--- config.mk ---
export PLATFORM = sky130hd
export DESIGN_NAME = bus_owner_arbiter
export DESIGN_NICKNAME = d
export VERILOG_FILES = /design/src/rtl/bus_owner_arbiter.sv
export SDC_FILE = /design/constraint.sdc
export NUM_CORES = 1
export LEC_CHECK = 0
export ABC_CLOCK_PERIOD_IN_PS = 3700
export CAP_MARGIN = 20
export CORE_MARGIN = 8
export CORE_UTILIZATION = 30
export CTS_CLUSTER_DIAMETER = 100
export DETAILED_ROUTE_END_ITERATION = 8
export HOLD_SLACK_MARGIN = 0.08
export MAX_ROUTING_LAYER = met4
export PLACE_DENSITY = 0.6
export RECOVER_POWER = 100
export SLEW_MARGIN = 20
export SYNTH_ARGS = -nofsm -noshare
export SYNTH_HDL_FRONTEND = slang
export SYNTH_SLANG_ARGS = --single-unit
--- constraint.sdc ---
create_clock -name clk -period 3.7 [get_ports clk]
set_input_delay 0.37 -clock clk [delete_from_list [all_inputs] [get_ports clk]]
set_output_delay 0.37 -clock clk [all_outputs]
set_load 0.1 [all_outputs]
--- src/rtl/bus_owner_arbiter.sv ---
// Round-robin owner sequencer for the shared internal data bus: registered one-hot
// output enables, a turnaround gap between owners and hold-time pre-emption.
module bus_owner_arbiter #(
    parameter int N           = 4,
    parameter int MAX_HOLD    = 8,
    parameter int TURN_CYCLES = 1
) (
    input  logic                 clk,
    input  logic                 rst,
    input  logic [N-1:0]         iReq,
    output logic [N-1:0]         oGrant,
    output logic [$clog2(N)-1:0] oOwner,
    output logic                 oBusy,
    output logic                 oPreempt
);
    localparam int         OW        = $clog2(N);
    localparam int         CW        = OW + 1;
    localparam logic [7:0] HOLD_LAST = 8'(MAX_HOLD - 1);
    localparam logic [1:0] TURN_LAST = 2'(TURN_CYCLES - 1);

    typedef enum logic [1:0] {
        IDLE  = 2'd0,
        GRANT = 2'd1,
        TURN  = 2'd2
    } state_t;

    state_t        state, state_n;
    logic [OW-1:0] ptr, ptr_n;
    logic [7:0]    hold, hold_n;
    logic [1:0]    turn, turn_n;
    logic [N-1:0]  grant_n;
    logic [OW-1:0] owner_n;
    logic          preempt_n;

    logic          win_found;
    logic [OW-1:0] win;
    logic [OW-1:0] win_next;
    logic [CW-1:0] cand;
    logic          owner_req;
    logic          others_req;

    // Rotating priority: first requester at or above ptr, wrapping modulo N.
    // NOTE: combinational blocks use blocking '=' so later lines see the values just computed.
    always_comb begin
        win_found = 1'b0;
        win       = '0;
        cand      = '0;
        for (int i = 0; i < N; i++) begin
            cand = {1'b0, ptr} + CW'(i);
            if (cand >= CW'(N)) cand = cand - CW'(N);
            if (!win_found && iReq[cand[OW-1:0]]) begin
                win_found = 1'b1;
                win       = cand[OW-1:0];
            end
        end
    end

    assign win_next   = (win == OW'(N - 1)) ? '0 : win + 1'b1;
    assign owner_req  = |(iReq & oGrant);
    assign others_req = |(iReq & ~oGrant);

    // NOTE: every output of this block gets a default first, so no path can infer a latch.
    always_comb begin
        state_n   = state;
        ptr_n     = ptr;
        hold_n    = hold;
        turn_n    = turn;
        grant_n   = oGrant;
        owner_n   = oOwner;
        preempt_n = 1'b0;

        case (state)
            IDLE: begin
                if (win_found) begin
                    grant_n = N'(1) << win;
                    owner_n = win;
                    ptr_n   = win_next;
                    hold_n  = '0;
                    state_n = GRANT;
                end
            end
            GRANT: begin
                if (!owner_req) begin
                    grant_n = '0;
                    turn_n  = '0;
                    state_n = TURN;
                end else if (hold == HOLD_LAST && others_req) begin
                    grant_n   = '0;
                    preempt_n = 1'b1;
                    turn_n    = '0;
                    state_n   = TURN;
                end else if (hold != HOLD_LAST) begin
                    hold_n = hold + 8'd1;
                end
            end
            TURN: begin
                if (turn == TURN_LAST) begin
                    if (win_found) begin
                        grant_n = N'(1) << win;
                        owner_n = win;
                        ptr_n   = win_next;
                        hold_n  = '0;
                        state_n = GRANT;
                    end else begin
                        state_n = IDLE;
                    end
                end else begin
                    turn_n = turn + 2'd1;
                end
            end
            default: begin
                grant_n = '0;
                state_n = IDLE;
            end
        endcase
    end

    // Outputs are registered together with the state so oBusy always tracks oGrant.
    // NOTE: clocked state uses non-blocking '<=' so all registers update from the same pre-edge values.
    always_ff @(posedge clk or negedge rst) begin
        if (!rst) begin
            state    <= IDLE;
            ptr      <= '0;
            hold     <= '0;
            turn     <= '0;
            oGrant   <= '0;
            oOwner   <= '0;
            oBusy    <= 1'b0;
            oPreempt <= 1'b0;
        end else begin
            state    <= state_n;
            ptr      <= ptr_n;
            hold     <= hold_n;
            turn     <= turn_n;
            oGrant   <= grant_n;
            oOwner   <= owner_n;
            oBusy    <= |grant_n;
            oPreempt <= preempt_n;
        end
    end
endmodule

==> out/metrics.cfg <==
[run_status]
status=finished, final reports clean

[detailed_routing]
antenna_left=0
wl_um=2690
drt_iter0_drc=54
viasPerCell=5.33
route.detailed.drc=0
vias=1028
avgRoutedWirePerCell_um=13.9
first_pass_iters=4

[timing]
fin_skew_ns=0.00395
finalHoldViolations=0
final-setup-viol-count=0
finalMaxSlewViolations=0
hold_slack_ns=0.312
rsz0062_at_grt=no
finalCritPeriodShare_pct=68.3
worst_slew_pin_slew_ns=1.15
worst_slack_ns=1.17
period_needed_ns=2.53
fin_setup_tns_ns=0
slew_headroom_pct=23.3
fmax_mhz=396

[final_layout]
final_cell_area_um2=1470
area_delta_synth_final_pct=16.1
drive_gt1_share_pct=4.90
diodes=0
multi_input_area_um2=653
final_common_cell=dfrtp_1
num-fill-cells=416
nets=156
finish.utilization_pct=36.5
layout_common_cells=22 x dfrtp_1, 12 x nand2_1, 10 x dlygate4sd3_1, 9 x a21oi_1
register_area_um2=551

[logic_synthesis]
synthesis.area_um2=1270
synth_top_area_share_pct=43.4
synth_seq_cells=22
synth_fp_nets=143
synth_edf_count=0
synth-seq-area-share_pct=43.4
async_flop_share_pct=100
synth_cell_type_count=37
synthTopCellsByArea=dfrtp_1 43%, ha_1 5.9%, mux2i_1 5.5%
yosysTopAreaCell=dfrtp_1
synth-main-ff-cell=dfrtp_1
synthCells=131
avgSynthCellArea_um2=9.68
synth-warning-count=0

[pwr]
p_leak_uw=0.000673
ir_drop_v=0.000181
powerDensity_nw_per_um2=776

[setup_path]
r2r.worst_path.cells=4
startpoint=iReq[3]
cp_num_buf_inv=2
r2r-end=oBusy$_DFF_PN0_
path_max_fanout=7
cp-start-kind=input port
slowest_stage=dlygate4sd3_1
crit_family=buffers and inverters
crit_chain=dlygate4sd3_1, nand2_1, a311oi_1, inv_1, ha_1, nor4_1, nand3_1, o21ai_0, o21ai_0
cpPeakStageDelay_ns=0.65
reg2reg_slack_ns=1.41
critical_path_class=input port to flip-flop
r2r-start=hold[3]$_DFFE_PN0P_
cp.arrival_ns=2.64
critPathCaptureType=flip-flop
required_ns=3.81
cp_common_cell=o21ai_0

[clock_network]
post_cts_buffers=0
clock_path_buffers=2
clock_latency_ns=0.26
cts-root-buf=clkbuf_8
cts_tree=done
holdBufCountCts=0
ctsResizeCount=0
cts_sinks=22
cts_max_level=1
path_clk_slew_ns=0.08
cts_buffers=3

[place]
place_congestion=0.734
dpl.hpwl_um=2020
post-place-ws_ns=1.00
dpl-instance-area_um2=1430
io_buffer_count=13

[grt]
overflow=0
grt_max_degree=23
grt_use_total_pct=9.09
antenna_found_initial=0
grt_pass1_wl_um=4720
grt_pass1_vias=1040

[floorplan]
dieArea_um2=6560
row_count=23
chipHeight_um=81
core_area_um2=4030
initial_core_util_pct=31.5
ioPinCount=14
die_w_um=81

[hold_path]
hold_class=input port to async pin

[job]
maxCapViolCount=0

cells by family (layout without fill, tap and decap cells):
logic type,after synthesis,after routing,synth area share [%]
AND/OR/NAND/NOR,48,48,20.4
AO/OA/AOI/OAI,34,34,18.6
multiplexers,9,9,7.31
adder cells (fa/ha/maj),6,6,5.92
buffers and inverters,12,24,4.34
flip-flops,22,22,43.4
metrics by stage:
stage	total power (uW)	instances
2_1_floorplan	845	131
3_3_place_gp	989	189
3_5_place_dp	996	189
4_1_cts	1170	193
5_1_grt	1210	193
6_report	1140	193
worst reg2reg max path, delay by kind of cell, from the launching register on:
family / cells / cell delay [ns]
simple gates: 2 / 0.94
compound gates: 2 / 0.75
flops: 1 / 0.46
sequential cells by signal, summed over array words and instances (netlist names):
signal	count
turn	2
oPreempt	1
oBusy	1
hold	8
oGrant	4
state	2
oOwner	2
ptr	2
power by group:
| group | switching (uW) | internal (uW) | leakage, uW |
|---|---|---|---|
| registers | 69.3 | 303 | 0.000290 |
| clock network | 78.5 | 94.8 | 0.0000288 |
| logic | 433 | 164 | 0.000353 |
cells in the mapped netlist (all sizes together), types with 2 or more instances:
cell type	number
dfrtp	22
nand2	12
a21oi	9
inv	7
mux2i	7
ha	6
nand3	6
o21ai	6
nor2	5
or4	5
nand2b	4
o2bb2ai	4
and3	3
buf	3
nor2b	3
nor3	3
o31ai	3
a21o	2
a22o	2
clkbuf	2
mux2	2
nand4	2
o21a	2
or3	2
metal layers:
metal	vias to the layer above	GRT usage [%]	routed length [um]
met1	496	10.0	1150
met2	22	15.1	1350
li1	504	-	-
met5	-	-	0
met3	6	1.10	86
met4	0	6.07	93
layout make-up:
cell class,instances,area share [%]
multi-input cells,97,44.4
flip-flops and latches,22,37.4
repair buffers,13,8.42
well taps,50,4.25
clock buffers,4,3.74
inverters,7,1.79
worst max-delay path by stage:
stage	cells after the start	end	slack (ns)
CTS	9	oBusy$_DFF_PN0_	1.27
detailed placement	9	oBusy$_DFF_PN0_	1.00
floorplan	4	state[1]$_DFFE_PN0P_	1.53
finish	9	oBusy$_DFF_PN0_	1.17
global placement	9	oBusy$_DFF_PN0_	1.12
global route	9	oBusy$_DFF_PN0_	0.91
(Power assumes the default switching activity.)
